==> src/rtl/lab4_mcore_cache_bank_endpoint.sv <==
// Bank-side network endpoint: forwards network requests to a cache bank and
// re-tags the bank's in-order responses with the requester id for the response network.
package lab4_mcore_cache_bank_endpoint_pkg;

    typedef struct packed {
        logic [2:0]  type_;
        logic [7:0]  opaque;
        logic [31:0] addr;
        logic [1:0]  len;
        logic [31:0] data;
    } mem_req_4B_t;

    typedef struct packed {
        logic [2:0]  type_;
        logic [7:0]  opaque;
        logic [1:0]  test;
        logic [1:0]  len;
        logic [31:0] data;
    } mem_resp_4B_t;

    typedef struct packed {
        logic [1:0] dest;
        logic [1:0] src;
        logic [7:0] opaque;
    } net_hdr_t;

endpackage

module lab4_mcore_cache_bank_endpoint
    import lab4_mcore_cache_bank_endpoint_pkg::*;
#(
    parameter int unsigned p_bank_id      = 0,
    parameter int unsigned p_max_inflight = 4
) (
    input  logic         clk_i,
    input  logic         reset_ni,

    input  logic         netreq_val_i,
    output logic         netreq_rdy_o,
    input  net_hdr_t     netreq_hdr_i,
    input  mem_req_4B_t  netreq_payload_i,

    output logic         cachereq_val_o,
    input  logic         cachereq_rdy_i,
    output mem_req_4B_t  cachereq_msg_o,

    input  logic         cacheresp_val_i,
    output logic         cacheresp_rdy_o,
    input  mem_resp_4B_t cacheresp_msg_i,

    output logic         netresp_val_o,
    input  logic         netresp_rdy_i,
    output net_hdr_t     netresp_hdr_o,
    output mem_resp_4B_t netresp_payload_o,

    output logic [4:0]   inflight_o,
    output logic         err_orphan_o
);

    localparam int unsigned AW = (p_max_inflight > 1) ? $clog2(p_max_inflight) : 1;
    localparam int unsigned CW = AW + 1;
    localparam logic [CW-1:0] DEPTH = CW'(p_max_inflight);

    logic [1:0]    tag_mem [p_max_inflight];
    logic [AW-1:0] wr_ptr_q, wr_ptr_d;
    logic [AW-1:0] rd_ptr_q, rd_ptr_d;
    logic [CW-1:0] count_q, count_d;
    logic          err_orphan_q, err_orphan_d;

    logic full, empty;
    logic req_fire, resp_fire, orphan;

    assign full  = (count_q == DEPTH);
    assign empty = (count_q == '0);

    // Request side sees only count and cachereq_rdy; response side only count and netresp_rdy.
    assign cachereq_val_o = netreq_val_i && !full;
    assign netreq_rdy_o   = cachereq_rdy_i && !full;
    assign cachereq_msg_o = netreq_payload_i;
    assign req_fire       = netreq_val_i && netreq_rdy_o;

    assign netresp_val_o     = cacheresp_val_i && !empty;
    assign cacheresp_rdy_o   = empty ? 1'b1 : netresp_rdy_i;
    assign netresp_payload_o = cacheresp_msg_i;
    assign resp_fire         = netresp_val_o && netresp_rdy_i;
    assign orphan            = cacheresp_val_i && empty;

    always_comb begin
        netresp_hdr_o      = '0;
        netresp_hdr_o.dest = tag_mem[rd_ptr_q];
        netresp_hdr_o.src  = 2'(p_bank_id);
    end

    always_comb begin
        wr_ptr_d     = wr_ptr_q;
        rd_ptr_d     = rd_ptr_q;
        count_d      = count_q;
        err_orphan_d = err_orphan_q || orphan;
        if (req_fire) begin
            wr_ptr_d = wr_ptr_q + 1'b1;
        end
        if (resp_fire) begin
            rd_ptr_d = rd_ptr_q + 1'b1;
        end
        if (req_fire && !resp_fire) begin
            count_d = count_q + 1'b1;
        end else if (!req_fire && resp_fire) begin
            count_d = count_q - 1'b1;
        end
    end

    always_ff @(posedge clk_i or negedge reset_ni) begin
        if (!reset_ni) begin
            wr_ptr_q     <= '0;
            rd_ptr_q     <= '0;
            count_q      <= '0;
            err_orphan_q <= 1'b0;
        end else begin
            wr_ptr_q     <= wr_ptr_d;
            rd_ptr_q     <= rd_ptr_d;
            count_q      <= count_d;
            err_orphan_q <= err_orphan_d;
        end
    end

    // Tag contents are meaningless while count is zero, so storage needs no reset.
    always_ff @(posedge clk_i) begin
        if (req_fire) begin
            tag_mem[wr_ptr_q] <= netreq_hdr_i.src;
        end
    end

    assign inflight_o   = 5'(count_q);
    assign err_orphan_o = err_orphan_q;

    logic unused_hdr_bits;
    assign unused_hdr_bits = ^{netreq_hdr_i.dest, netreq_hdr_i.opaque};

endmodule

==> config.mk <==
export PLATFORM = sky130hd
export DESIGN_NAME = lab4_mcore_cache_bank_endpoint
export DESIGN_NICKNAME = d
export VERILOG_FILES = /design/src/rtl/lab4_mcore_cache_bank_endpoint.sv
export SDC_FILE = /design/constraint.sdc
export NUM_CORES = 1
export LEC_CHECK = 0
export ABC_AREA = 1
export CAP_MARGIN = 20
export CORE_AREA = 3 3 111 113
export DETAILED_ROUTE_END_ITERATION = 12
export DIE_AREA = 0 0 114 116
export DONT_BUFFER_PORTS = 1
export GPL_ROUTABILITY_DRIVEN = 0
export PLACE_DENSITY_LB_ADDON = 0.12
export RECOVER_POWER = 25
export SLEW_MARGIN = 20
export SYNTH_ARGS = -nofsm -noshare
export SYNTH_HDL_FRONTEND = slang
export SYNTH_SLANG_ARGS = --single-unit
==> constraint.sdc <==
create_clock -name clk_i -period 1.85 [get_ports clk_i]
set_input_delay 0.2775 -clock clk_i [delete_from_list [all_inputs] [get_ports clk_i]]
set_output_delay 0.2775 -clock clk_i [all_outputs]
set_load 0.1 [all_outputs]
**Word-level counts from Yosys, hierarchy flattened**

Memories as Yosys holds them, arrays and structs flattened.
Index checks and enable logic that the tools add are counted.

- Register bits: 8
- Output and inout bits: 146
- Input port bits: 142
- Logic and storage cells: 30
- Bits in writable memories: 8
- Memories kept: 1

- Reductions and logical operators: 15
- Add/sub/neg operators: 4
- Equality and inequality tests: 1
- Muxes and demuxes: 5

Memories:

| memory | words | bits a word | read ports | clocked after memory_dff | wr ports | line | source |
|---|---|---|---|---|---|---|---|
| tag_mem | 4 | 2 | 1 | 0 | 1 | 64 | `logic [1:0] tag_mem [p_max_inflight];` |

Operators by type and width:

| operator | count |
|---|---|
| $logic_and 1x1->1 | 8 |
| $mux 3 | 2 |
| $add 2x1->2 const B | 2 |
| $logic_not 1->1 | 4 |
| $add 3x1->3 const B | 1 |
| $eq 3x3->1 const B | 1 |
| $logic_not 3->1 | 1 |
| $mux 1 | 3 |
| $sub 3x1->3 const B | 1 |
| $reduce_bool 2->1 | 1 |
| $logic_or 1x1->1 | 1 |

**Longest topological paths before layout**

- Depth in word-level cells: 8
- Mapped depth: 12
- Gate-level depth less buffers: 12

**Worst setup path before layout**

OpenSTA, ideal clock, no wires.

- Kind: reg-to-output
- Start point: register count_q[2]
- End point: output port netresp_val_o
- Data required time: 1.572 ns
- Path buffers: 0
- Data arrival time: 2.675 ns
- Slack: -1.102 ns
- Stages on the path, launching flop included: 3
- Cells stage by stage: dfrtp_1 -> inv_1 -> a21oi_1

- Word-level cells in the longest chain between the ends: 3

RTL lines:

| what | line | source |
|---|---|---|
| start, declared | 67 | `logic [CW-1:0] count_q, count_d;` |
| start signal, assigned | 121 | `count_q <= count_d;` |
| $logic_not 3->1 | 74 | `assign empty = (count_q == '0);` |
| $logic_not 1->1 | 82 | `assign netresp_val_o = cacheresp_val_i && !empty;` |
| $logic_and 1x1->1 | 82 |  |
| end, declared | 51 | `output logic netresp_val_o,` |

Every way passes these cells.

**Worst setup path in the final report**

- Start point: register count_q[0]
- End point: register count_q[2]

- Word-level cells in the longest chain between the ends: 7
- Elaborated cells on any way between the ends: 17
- Those cells by class: 2 x add/sub; 1 x eq/ne; 2 x mux; 12 x reduce/logical

RTL lines:

| what |
|---|
| branches (longest 7 deep; another with $sub 3x1->3) |

Several ways; the timed one is not identified. The select of a mux whose other input is x is not followed.
A chain may end at the register's enable or synchronous reset.

==> flow_summary.ini <==
[outcome]
status = finished, final reports clean

[synthesis]
cell_area_after_synthesis_sq_mm = 0.00187
post_synthesis_sequential_area_ratio_pct = 23.6
dominant_register_cell_in_the_synthesized_netlist = sky130_fd_sc_hd__edfxtp_1
yosysUniqueCellTypes = 21
ys_warn_count = 0
synth_cells = 226
post_synth_main_area_contributors = sky130_fd_sc_hd__buf_4, sky130_fd_sc_hd__edfxtp_1, sky130_fd_sc_hd__dfrtp_1
yosysTopAreaCellShare_pct = 54.7
synth.ff_latch_count = 16
synth.most_common_cell = sky130_fd_sc_hd__buf_4
post_synth.cell_area_avg_sq_um = 8.25
netlist.top_cell.by_area = sky130_fd_sc_hd__buf_4
yosys-top-cells-count = sky130_fd_sc_hd__buf_4, sky130_fd_sc_hd__nand2_1, sky130_fd_sc_hd__inv_1
asyncSetResetFlopFracSynth_pct = 50.0
synth_edf_count = 8

[floorplanning]
die-width_um = 114
die_area_sq_mm = 0.0132
pin_count = 288
coreArea_sq_mm = 0.0114
placementRows = 39
die_height_um = 116
initial_utilization_pct = 16.3

[sta]
timing.final.crit_period_ns = 1.78
max_freq_mhz = 560
setup_tns_ns = 0
hold_viol = 0
maxSlewViolCount = 0
hold-worst-slack_ns = 0.131
setup_viol = 0
rsz0062_at_grt = true
min_period_over_period_pct = 96.5
finClkSkew_ns = 0.00619

[drt]
totalWireLength_um = 4260
first_pass_iters = 3
post_drt_antenna_nets = 0
routed_wire_length_per_instance_um = 16.0
drc = 0
vias = 799
drtIter0Drc = 30
viasPerCell = 3.00

[setup_path]
criticalPathCategory = reg -> reg
r2r_end = count_q[2]
reg2reg_from = count_q[0]
path_max_fanout = 3
crit_chain = nor2_4 > nand2_4 > nand3_4 > ha_4 > inv_4 > fa_2 > nand2_2 > nand3_2 > nand2_1 > nand2_1
critPathLaunchType = flip-flop
critPathRequiredTime_ns = 1.99
crit_path_frequent_cell = sky130_fd_sc_hd__nand2_1
worst_setup_ep_type = flip-flop
critical_path.slowest_cell = sky130_fd_sc_hd__dfrtp_4
critical_path_arrival_ns = 1.93
setup.reg_to_reg.worst_slack_ns = 0.07
count_of_buffering_cells_on_the_critical_path_with_inverters_included = 1
cp_slowest_stage_delay_ns = 0.48
timing.critical_path.max_delay_family = simple AND/OR/NAND/NOR gates
reg2reg_depth = 10

[clocking]
cts_tree = done
cts_root_buf = sky130_fd_sc_hd__clkbuf_16
clock_tree.buffer_depth = 2
max_h_tree_level = 1
cts_num_sinks = 16
numCtsBuffers = 3
clk_pin_slew_worst_paths_ns = 0.05
worst_skew_pair.late_latency_ns = 0.25

[job]
max_cap_violations = 0

[layout]
final_layout_size_suffix_gt1_share_pct = 34.1
diodes = 0
finish.cell_count_without_fillers = 266
final_core_utilization_pct = 12.5
areaGrowthSynthToFinish_pct = -23.4
nNetsFinal = 272

[power]
p_int_mw = 1.25
share_clk_of_total_power_pct = 15.8
power.total_mw = 2.70
power.net_switching_mw = 1.45
power.share.sequential_pct = 21.9
power_switching_share_pct = 53.8
power.static_leakage_nw = 0.611
peakVddDrop_uv = 817
power.density_mw_per_mm2 = 1890
combPwrFrac_pct = 62.3

[worst_hold_path]
hold_class = in -> reg
worstHoldPathCells = 0
worst_case_hold_path_end_point = tag_mem[3][1]
hp-start = netreq_hdr_i[9]

[global_routing]
grt.total_usage_pct = 5.86
grt_antenna_before_repair = 0
grt_pass1_vias = 856
gr-total-overflow = 0
grt_max_degree = 10
global_route_wire_length_before_repair_um = 5630

[placed_design]
numPlacedInstances = 257
placement.io_buffers = 0
place_hpwl_um = 3790
## power by group through the flow
stage	Sequential, mW	Combinational [mW]	Clock [mW]
6_report	0.592	1.68	0.427
3_5_place_dp	0.597	1.63	0
3_3_place_gp	0.599	1.63	0
4_1_cts	0.591	1.64	0.439
5_1_grt	0.608	1.80	0.449
2_1_floorplan	0.866	2.25	0
## how the worst max path moves through the flow
stage | start | to | cells after the start
after CTS | count_q[1] | count_q[1] | 9
after floorplan | count_q[1] | count_q[1] | 9
final | count_q[0] | count_q[2] | 10
after global routing | count_q[0] | count_q[2] | 10
after global placement | count_q[1] | count_q[1] | 9
after detailed placement | count_q[1] | count_q[1] | 9
## worst register-to-register path, stage by stage (launching register included)
cell	delay (ns)
sky130_fd_sc_hd__dfrtp_4	0.48
sky130_fd_sc_hd__nor2_4	0.18
sky130_fd_sc_hd__nand2_4	0.09
sky130_fd_sc_hd__nand3_4	0.08
sky130_fd_sc_hd__ha_4	0.15
sky130_fd_sc_hd__inv_4	0.04
sky130_fd_sc_hd__fa_2	0.39
sky130_fd_sc_hd__nand2_2	0.09
sky130_fd_sc_hd__nand3_2	0.07
sky130_fd_sc_hd__nand2_1	0.06
sky130_fd_sc_hd__nand2_1	0.04
## repair_timing
| action | 4_1_cts | 5_1_grt |
|---|---|---|
| endpoints found under the hold margin | 8 | 0 |
| buffers inserted | 0 | 4 |
| endpoints found under the setup margin | 0 | 2 |
| gates resized for setup | 0 | 5 |
| hold buffers | 1 | 0 |
## cells in the final DEF (no fill, tap or decap), types with 2 or more instances in the layout
master,instances
sky130_fd_sc_hd__nand2_1,16
sky130_fd_sc_hd__inv_1,15
sky130_fd_sc_hd__buf_4,13
sky130_fd_sc_hd__conb_1,12
sky130_fd_sc_hd__nor2_1,8
sky130_fd_sc_hd__edfxtp_1,8
sky130_fd_sc_hd__nand4_1,5
sky130_fd_sc_hd__dfrtp_1,5
sky130_fd_sc_hd__o21ai_0,4
sky130_fd_sc_hd__ha_1,4
sky130_fd_sc_hd__buf_12,4
sky130_fd_sc_hd__nor2_4,3
sky130_fd_sc_hd__nand2_2,3
sky130_fd_sc_hd__clkbuf_16,3
sky130_fd_sc_hd__dfrtp_4,3
sky130_fd_sc_hd__nand2_4,2
sky130_fd_sc_hd__nand3_4,2
sky130_fd_sc_hd__inv_2,2
sky130_fd_sc_hd__o22ai_2,2
## metrics by stage
stage / setup WS, ns / area [sq um]
6_report: 0.0652 / 1430
3_3_place_gp: 0.0445 / 1290
3_5_place_dp: 0.0352 / 1290
2_1_floorplan: -0.108 / 1990
5_1_grt: -0.0511 / 1430
4_1_cts: 0.0312 / 1380
## cell type report
class / count / area (sq um)
Fill cell: 1321 / 9990
Multi-Input combinational cell: 67 / 462
Sequential cell: 16 / 452
Timing Repair Buffer: 18 / 188
Tap cell: 143 / 179
Clock buffer: 3 / 75.1
Inverter: 18 / 70.1
Clock inverter: 1 / 3.75
## registers in the layout (all words and copies together) (netlist names)
register      count
tag_mem           8
count_q           3
rd_ptr_q          2
wr_ptr_q          2
err_orphan_o      1
## layer usage
metal | share of wire (%) | track usage (%) | vias up
met1 | 21 | 3.63 | 350
met5 | 0 | 0 | -
met2 | 56 | 11.1 | 76
met3 | 16 | 3.97 | 34
met4 | 7.5 | 4.91 | 0
li1 | - | - | 339
## cells by family (layout without fill, tap and decap cells)
| group | Yosys count | after routing | share of synthesized area (%) |
|---|---|---|---|
| compound gates | 8 | 8 | 2.41 |
| xor+xnor | 1 | 1 | 0.470 |
| fa+ha+maj | 6 | 6 | 4.43 |
| buf+inv | 154 | 40 | 58.3 |
| flops | 16 | 16 | 23.6 |
| other cells | 1 | 12 | 0.201 |
| simple gates | 40 | 40 | 10.5 |
Note: power is estimated with default switching activity, not from simulation.
